==> config.mk <==
export PLATFORM = sky130hd
export DESIGN_NAME = exec_stage
export DESIGN_NICKNAME = d
export VERILOG_FILES = /design/src/rtl/cpu_pkg.sv /design/src/rtl/alu8.sv /design/src/rtl/exec_stage.sv
export SDC_FILE = /design/constraint.sdc
export NUM_CORES = 1
export LEC_CHECK = 0
export CELL_PAD_IN_SITES_DETAIL_PLACEMENT = 0
export CELL_PAD_IN_SITES_GLOBAL_PLACEMENT = 1
export CORE_MARGIN = 5
export CORE_UTILIZATION = 42
export CTS_CLUSTER_SIZE = 10
export DETAILED_ROUTE_END_ITERATION = 7
export PLACE_DENSITY = 0.87
export RECOVER_POWER = 25
export SLEW_MARGIN = 10
export SYNTH_ARGS = -nofsm -noshare
export SYNTH_HDL_FRONTEND = slang
export SYNTH_SLANG_ARGS = --single-unit
==> constraint.sdc <==
create_clock -name CLK -period 3.75 [get_ports CLK]
set_clock_uncertainty 0.2 [all_clocks]
set_input_delay 0.375 -clock CLK [delete_from_list [all_inputs] [get_ports CLK]]
set_output_delay 0.375 -clock CLK [all_outputs]
set_load 0.01 [all_outputs]
==> src/rtl/cpu_pkg.sv <==
// Shared opcode, shift and instruction-field definitions for the 8-bit CPU.
package cpu_pkg;

  typedef enum logic [3:0] {
    OP_NOP = 4'h0,
    OP_LDI = 4'h1,
    OP_MOV = 4'h2,
    OP_ADD = 4'h3,
    OP_ADC = 4'h4,
    OP_SUB = 4'h5,
    OP_SBC = 4'h6,
    OP_AND = 4'h7,
    OP_OR  = 4'h8,
    OP_XOR = 4'h9,
    OP_CMP = 4'hA,
    OP_SHF = 4'hB,
    OP_SPH = 4'hC,
    OP_OUT = 4'hD,
    OP_IN  = 4'hE,
    OP_JMP = 4'hF
  } opcode_t;

  typedef enum logic [1:0] {
    SHF_SHL = 2'd0,
    SHF_SHR = 2'd1,
    SHF_ROL = 2'd2,
    SHF_ROR = 2'd3
  } shf_t;

  // PSW bit positions
  localparam int unsigned PSW_C = 0;
  localparam int unsigned PSW_Z = 1;
  localparam int unsigned PSW_N = 2;
  localparam int unsigned PSW_V = 3;

  // Instruction word field positions
  localparam int unsigned OP_MSB  = 15;
  localparam int unsigned OP_LSB  = 12;
  localparam int unsigned RD_MSB  = 11;
  localparam int unsigned RD_LSB  = 9;
  localparam int unsigned I_BIT   = 8;
  localparam int unsigned RS_MSB  = 2;
  localparam int unsigned RS_LSB  = 0;
  localparam int unsigned IMM_MSB = 7;
  localparam int unsigned IMM_LSB = 0;

endpackage

==> src/rtl/alu8.sv <==
// Combinational 8-bit ALU for ops ADD..SHF; for SHF the sub-op is carried in i_b[1:0].
module alu8
  import cpu_pkg::*;
(
  input  logic [3:0] i_op,
  input  logic [7:0] i_a,
  input  logic [7:0] i_b,
  input  logic       i_cin,
  output logic [7:0] o_r,
  output logic       o_c,
  output logic       o_v,
  output logic       o_z,
  output logic       o_n
);

  opcode_t    w_op;
  shf_t       w_shf;
  logic [8:0] w_sum;
  logic [8:0] w_diff;

  assign w_op  = opcode_t'(i_op);
  assign w_shf = shf_t'(i_b[1:0]);

  // 9-bit add/subtract; bit 8 is carry (add) or borrow (subtract)
  always_comb begin
    w_sum  = {1'b0, i_a} + {1'b0, i_b} + 9'((w_op == OP_ADC) ? i_cin : 1'b0);
    w_diff = {1'b0, i_a} - {1'b0, i_b} - 9'((w_op == OP_SBC) ? i_cin : 1'b0);
  end

  // Result, carry and overflow selection by opcode
  always_comb begin
    o_r = i_b;
    o_c = i_cin;
    o_v = 1'b0;
    case (w_op)
      OP_ADD, OP_ADC: begin
        o_r = w_sum[7:0];
        o_c = w_sum[8];
        o_v = (i_a[7] == i_b[7]) && (w_sum[7] != i_a[7]);
      end
      OP_SUB, OP_SBC, OP_CMP: begin
        o_r = w_diff[7:0];
        o_c = w_diff[8];
        o_v = (i_a[7] != i_b[7]) && (w_diff[7] != i_a[7]);
      end
      OP_AND: o_r = i_a & i_b;
      OP_OR:  o_r = i_a | i_b;
      OP_XOR: o_r = i_a ^ i_b;
      OP_SHF: begin
        case (w_shf)
          SHF_SHL: begin o_r = {i_a[6:0], 1'b0};  o_c = i_a[7]; end
          SHF_SHR: begin o_r = {1'b0, i_a[7:1]};  o_c = i_a[0]; end
          SHF_ROL: begin o_r = {i_a[6:0], i_cin}; o_c = i_a[7]; end
          default: begin o_r = {i_cin, i_a[7:1]}; o_c = i_a[0]; end
        endcase
      end
      default: ;
    endcase
  end

  assign o_z = (o_r == 8'h00);
  assign o_n = o_r[7];

endmodule

==> src/rtl/exec_stage.sv <==
// Execute stage: register file, ALU, PSW, page register and I/O port; one instruction per clock.
module exec_stage
  import cpu_pkg::*;
#(
  parameter int unsigned NREGS     = 8,
  parameter logic [7:0]  PCH_RESET = 8'h00
) (
  input  logic        CLK,
  input  logic        RESET,
  input  logic [15:0] PRG,
  input  logic [7:0]  PORT_IN,
  output logic [7:0]  PSW,
  output logic [7:0]  PCH,
  output logic [7:0]  PORT_OUT,
  output logic        PORT_STB
);

  localparam int unsigned IW       = (NREGS > 1) ? $clog2(NREGS) : 1;
  localparam logic [2:0]  IDX_MASK = 3'(NREGS - 1);

  logic [7:0]    r_regs [NREGS];
  logic [3:0]    r_psw;
  logic [7:0]    r_pch;
  logic [7:0]    r_port_out;
  logic          r_port_stb;

  opcode_t       w_op;
  logic [IW-1:0] w_rd;
  logic [IW-1:0] w_rs;
  logic [7:0]    w_imm;
  logic [7:0]    w_a;
  logic [7:0]    w_b;
  logic [7:0]    w_alu_b;
  logic [7:0]    w_alu_r;
  logic          w_alu_c;
  logic          w_alu_v;
  logic          w_alu_z;
  logic          w_alu_n;
  logic          w_reg_we;
  logic [7:0]    w_reg_wdata;
  logic          w_psw_we;
  logic [3:0]    w_psw_next;

  // Instruction decode and operand fetch; register indices wrap modulo NREGS
  assign w_op    = opcode_t'(PRG[OP_MSB:OP_LSB]);
  assign w_rd    = IW'(PRG[RD_MSB:RD_LSB] & IDX_MASK);
  assign w_rs    = IW'(PRG[RS_MSB:RS_LSB] & IDX_MASK);
  assign w_imm   = PRG[IMM_MSB:IMM_LSB];
  assign w_a     = r_regs[w_rd];
  assign w_b     = PRG[I_BIT] ? w_imm : r_regs[w_rs];
  // SHF ignores I and takes its sub-op from the immediate field
  assign w_alu_b = (w_op == OP_SHF) ? w_imm : w_b;

  alu8 u_alu (
    .i_op  (PRG[OP_MSB:OP_LSB]),
    .i_a   (w_a),
    .i_b   (w_alu_b),
    .i_cin (r_psw[PSW_C]),
    .o_r   (w_alu_r),
    .o_c   (w_alu_c),
    .o_v   (w_alu_v),
    .o_z   (w_alu_z),
    .o_n   (w_alu_n)
  );

  // Write-back selection for the register file and PSW
  always_comb begin
    w_reg_we    = 1'b0;
    w_reg_wdata = w_alu_r;
    w_psw_we    = 1'b0;
    w_psw_next  = r_psw;
    w_psw_next[PSW_C] = w_alu_c;
    w_psw_next[PSW_Z] = w_alu_z;
    w_psw_next[PSW_N] = w_alu_n;
    w_psw_next[PSW_V] = w_alu_v;
    case (w_op)
      OP_LDI: begin w_reg_we = 1'b1; w_reg_wdata = w_imm; end
      OP_MOV: begin w_reg_we = 1'b1; w_reg_wdata = w_b; end
      OP_IN:  begin w_reg_we = 1'b1; w_reg_wdata = PORT_IN; end
      OP_ADD, OP_ADC, OP_SUB, OP_SBC, OP_AND, OP_OR, OP_XOR, OP_SHF: begin
        w_reg_we = 1'b1;
        w_psw_we = 1'b1;
      end
      OP_CMP: w_psw_we = 1'b1;
      default: ;
    endcase
  end

  // Architectural state update; reset wins over any instruction
  always_ff @(posedge CLK) begin
    if (RESET) begin
      for (int i = 0; i < int'(NREGS); i++) r_regs[i] <= 8'h00;
      r_psw      <= 4'h0;
      r_pch      <= PCH_RESET;
      r_port_out <= 8'h00;
      r_port_stb <= 1'b0;
    end else begin
      if (w_reg_we)        r_regs[w_rd] <= w_reg_wdata;
      if (w_psw_we)        r_psw        <= w_psw_next;
      if (w_op == OP_SPH)  r_pch        <= w_b;
      if (w_op == OP_OUT)  r_port_out   <= w_b;
      r_port_stb <= (w_op == OP_OUT);
    end
  end

  assign PSW      = {4'b0000, r_psw};
  assign PCH      = r_pch;
  assign PORT_OUT = r_port_out;
  assign PORT_STB = r_port_stb;

endmodule

==> Word-level counts from Yosys, hierarchy flattened <==
Memories as Yosys holds them, arrays and structs flattened.
Cells that the tools add are included.
{ "op_classes": {"n_reduce_logical": 12, "muxes": 20, "n_bitwise": 3, "addsub": 4, "n_eq_ne": 20} }
{ "op_table": {"columns": ["operator", "n"], "rows": [
  ["one-hot mux 8 bit (3 select lines)", 2],
  ["one-hot mux 8 bit (6 select lines)", 1],
  ["== test 4 bit, second input constant", 7],
  ["two-way mux 8 bit", 3],
  ["== test 4 x 3 -> 1 bit, second input constant", 4],
  ["two-way mux 1 bit", 11],
  ["OR reduction 11 bit", 1],
  ["adder 8 x 8 -> 9 bit", 1],
  ["adder 9 bit", 1],
  ["OR reduction 9 bit", 1],
  ["subtractor 8 x 8 -> 9 bit", 1],
  ["subtractor 9 bit", 1],
  ["bitwise AND 8 bit", 1],
  ["== test 4 x 2 -> 1 bit, second input constant", 2],
  ["logical NOT 8 bit", 1],
  ["OR 8 bit", 1],
  ["OR reduction 8 bit", 1],
  ["XOR 8 bit", 1],
  ["== test 4 x 1 -> 1 bit, second input constant", 1],
  ["OR reduction 2 bit", 2],
  ["two-way mux 3 bit", 1],
  ["inequality test 1 bit", 3],
  ["one-hot mux 1 bit (3 select lines)", 1],
  ["nonzero test 3 bit", 1],
  ["8 further kinds", 9]
]} }
{ "word_totals": {"n_memories": 1, "input_bits": 26, "ram_bits": 64, "elab_cells": 65, "ff_bits": 21} }
{ "mem_list": {"columns": ["name", "depth", "word_bits", "read_ports", "rd_ports_with_merged_regs", "wr", "line", "source"], "rows": [
  ["r_regs", 8, 8, 2, 0, 8, "exec_stage.sv:21", "logic [7:0] r_regs [NREGS];"]
]} }

==> Logic depth before layout (Yosys ltp) <==
{ "depth": {"ltp_word": 8, "ltp_mapped": 19, "ltp_nobuf": 16} }

==> Modules after synthesis <==
A second synthesis with hierarchy kept.
{ "unflattened": {"cells_unflattened": 662, "hier_area_um2": 6363.6} }
{ "by_module_without_submodules": {"columns": ["mod", "n_inst", "seq_area_each_um2", "cells_per_inst", "area_per_inst_um2"], "rows": [
  ["exec_stage", 1, 2342.2, 418, 4615.7],
  ["alu8", 1, 0.0, 244, 1747.9]
]} }

==> Least setup slack after synthesis <==
Ideal clock, no wire load.
{ "synth_path": {"kind": "input to register", "startpoint": "input PRG[12]", "endpoint": "memory r_regs[0][7] (data pin)", "setup_ns": 0.270, "path_buffers": 3, "path_stages": 17, "path_slack_ns": -0.238, "arrival_time_ns": 3.518, "path_cell_list": "buf_2 -> and4b_1 -> clkbuf_1 -> nor2_1 -> buf_2 -> o21ai_0 -> inv_1 -> ha_1 -> ha_1 -> nand2_1 -> o21a_1 -> o21a_1 -> and4_1 -> a21oi_1 -> a22oi_1 -> o21ai_1 -> nor2_1"} }
{ "synth_rtl": {"columns": ["item", "line", "source"], "rows": [
  ["start: declaration", "exec_stage.sv:10", "input logic [15:0] PRG,"],
  ["end: declaration", "exec_stage.sv:21", null]
]} }

==> metrics <==
Buf/Inv on CP=3; CP Launch Type=register; Worst path slowest cell=mux4_2; Finished Layout Cells=1,022; Synth Area in XOR/XNOR=0.0165; Finish-stage setup viols=42; Final period util=1.04; most common cell after layout, fill and taps aside=buf_4; Storage cell area=2340 um^2; violated checks=setup timing; DRC Markers=0; critical path endpoint category=register; Max VDD drop=0.305 mV; status=finished with violations; YS warnings=0; CTS sink count=85; post-synthesis sequential area ratio=0.373; cells after synthesis=659; worst slack at placement=-1.41 ns; CP top delay family=multiplexers; core area=14,600 um^2; post-route setup slack=-0.134 ns; ys async rst share=0; Compound-Gate Fraction of Synth Area=0.160; Die Wd=132 um; # rows=44; P_leak=3.54 nW; Slew Viols, Final=0; post-synthesis register bit count=85; CTS HTree Levels=3; dpl hpwl=16,600 um; max frequency=257 MHz; Synth Cell Area=6290 um^2; Layout fillers=1,156; Top-Level Pins=51; share of layout cells above drive strength 1=0.376; WP data arrival=3.88 ns; vias in the first global route=6,109; cts hold-fix bufs=0; MaxCap Viol Count=0; Iteration-0 DRC Markers=725; RSZ-0062 raised after global routing=yes; CP Cell Sequence=mux4_2 -> o21ai_4 -> nand3_4 -> inv_2 -> fa_2 -> inv_2 -> fa_2 -> a211oi_2 -> buf_4 -> o21bai_4 -> a21oi_2 -> xor2_1 -> o22ai_2 -> o22ai_2 -> mux2_4 -> nor2_2; Reg clk slew, reported paths=0.07 ns; vias per inst=6.00; Final Instance Area=8930 um^2; most frequent cells in the layout=buf_4 (129), nor2_1 (75), nand2_1 (71); diode count=0; Area growth syn-to-layout=42.1%; syn avg cell area=9.54 um^2; Initial Utilization=0.431; gpl congestion=0.974; Post-DP Area=7830 um^2; Die Height=132 um; per-cell routed wire length=21.7 um; Inst Count DP=980; relative slew slack=0.367; first-pass GRT wire length=33,900 um; EDFF count, synth=64; worst hold path class=register to register; multiplexer share of the synthesized area=0.141; Worst-Skew Late Latency=0.34 ns; pin count of the biggest net entering global routing=31; Num CTS Buffers=9; CP Max Fanout=8; final-report hold violation count=0; die footprint=17,500 um^2; Yosys cell types=76; Detail Route Antenna Nets=0; drt pass-1 iters=6; antenna violations before repair=0; worst-case clock buffer depth=2; root buffer cell=clkbuf_16; CTS tree=built; Global Route Usage Sum=0.244; final core occ=0.612; kind of critical path=register to register; IO buf count=46; Total Routed Length=22,100 um; fin crit period=3.88 ns; PwrDens=383 nW/um^2; Slew @ Worst Pin=0.942 ns; adder-cell share of the synthesized area=0.0685; Multi-input gate area=4220 um^2; simple-gate share of the synthesized area=0.190; ys flop type=edfxtp_1; worst stage delay on the critical path=0.55 ns; largest family of logic cells by synthesized area=simple AND/OR/NAND/NOR gates; CP Data Required Time=3.75 ns; GR Overflow Total=0; via count=6,137; fin nets=891
[routing by layer]
layer,wire [um],up-vias,GRT usage
met5,0,-,0
met4,966,0,0.112
met3,1810,75,0.0527
met2,10900,327,0.413
met1,8410,2968,0.298
li1,-,2767,-
[worst register-to-register path: cells and delay by family (launching register included)]
family                     cells  cell delay [ns]
muxes                          2             0.93
AOI/OAI and AO/OA              6             0.94
DFF                            1             0.41
buffers and inverters          3             0.31
adders and majority gates      2             0.60
xor gates and xnor gates       1             0.09
and+or+nand+nor                2             0.27
[path summary, 6_finish.rpt]
path	from	to	slack, ns	cells after the start
min reg2reg	PCH[3]	PCH[3]	0.25	2
max reg2reg	r_regs[7][0]	r_regs[5][6]	-0.13	16
max	r_regs[7][0]	r_regs[5][6]	-0.13	16
min	PCH[3]	PCH[3]	0.25	2
[registers in the layout, summed over array words and instances (netlist names)]
signal,count
PCH,8
PORT_OUT,8
PORT_STB,1
r_psw,4
r_regs,64
[cell usage after synthesis, drive strengths merged, types with 3 or more instances]
cell       n  share of area
xnor2      6         0.0096
nand2b    20          0.020
buf       24          0.027
a32o       3         0.0048
clkbuf    13         0.0078
nand2     78          0.047
nor3       8         0.0064
nand3      5         0.0040
and2       4         0.0040
a32oi      5         0.0070
inv       27          0.016
a211oi     6         0.0072
o21a       5         0.0060
mux2       9          0.017
dfxtp     21          0.067
or3        4         0.0040
o21ai     33          0.027
a22o       4         0.0056
edfxtp    64           0.31
o221ai     4         0.0056
nand3b     4         0.0054
nor2     109          0.065
fa         4          0.013
a222oi     3         0.0048
o22ai      5         0.0060
nor2b     11          0.011
ha        28          0.056
xor2       5         0.0070
a21oi     48          0.038
a22oi      9          0.011
mux4      24          0.090
mux2i     19          0.034
a2bb2oi    3         0.0042
a221oi     3         0.0042
o211ai     4         0.0048
[where the power goes]
group / leakage [nW] / total, W / internal (W) / switching (W)
Combinational: 2.56 / 0.00137 / 0.000667 / 0.000707
Clock: 0.152 / 0.000960 / 0.000585 / 0.000375
Sequential: 0.833 / 0.00109 / 0.00106 / 0.0000293
Total: 3.54 / 0.00342 / 0.00231 / 0.00111
[cells by family (layout without fill, tap and decap cells)]
kind of cell	after synthesis	in the layout
simple gates	262	262
buf+inv	64	240
mux	52	52
compound gates	152	152
xor+xnor	11	11
flops	85	85
other cells	1	4
fa+ha+maj	32	32
[what timing repair did]
item,in CTS,in global routing
pin swaps,28,27
gates resized for setup,103,60
endpoints found under the hold margin,0,0
setup endpoints to repair,68,67
setup buffers,18,9
[through the flow]
stage	TNS, ns	power, W	hold slack (ns)
finish	-3.75	0.00342	0.251
global route	-11.63	0.00356	0.276
CTS	-2.10	0.00333	0.257
detailed placement	-76.21	0.00224	0.249
global placement	-73.93	0.00222	0.247
floorplan	0	0.00175	0.281
[final cells by class]
class,count,area share
Tap cell,184,0.0258
Clock inverter,7,0.0109
Clock buffer,9,0.0252
Timing Repair Buffer,197,0.193
Multi-Input combinational cell,513,0.472
Sequential cell,85,0.262
Inverter,27,0.0113
Power figures use the tool's default switching activity.
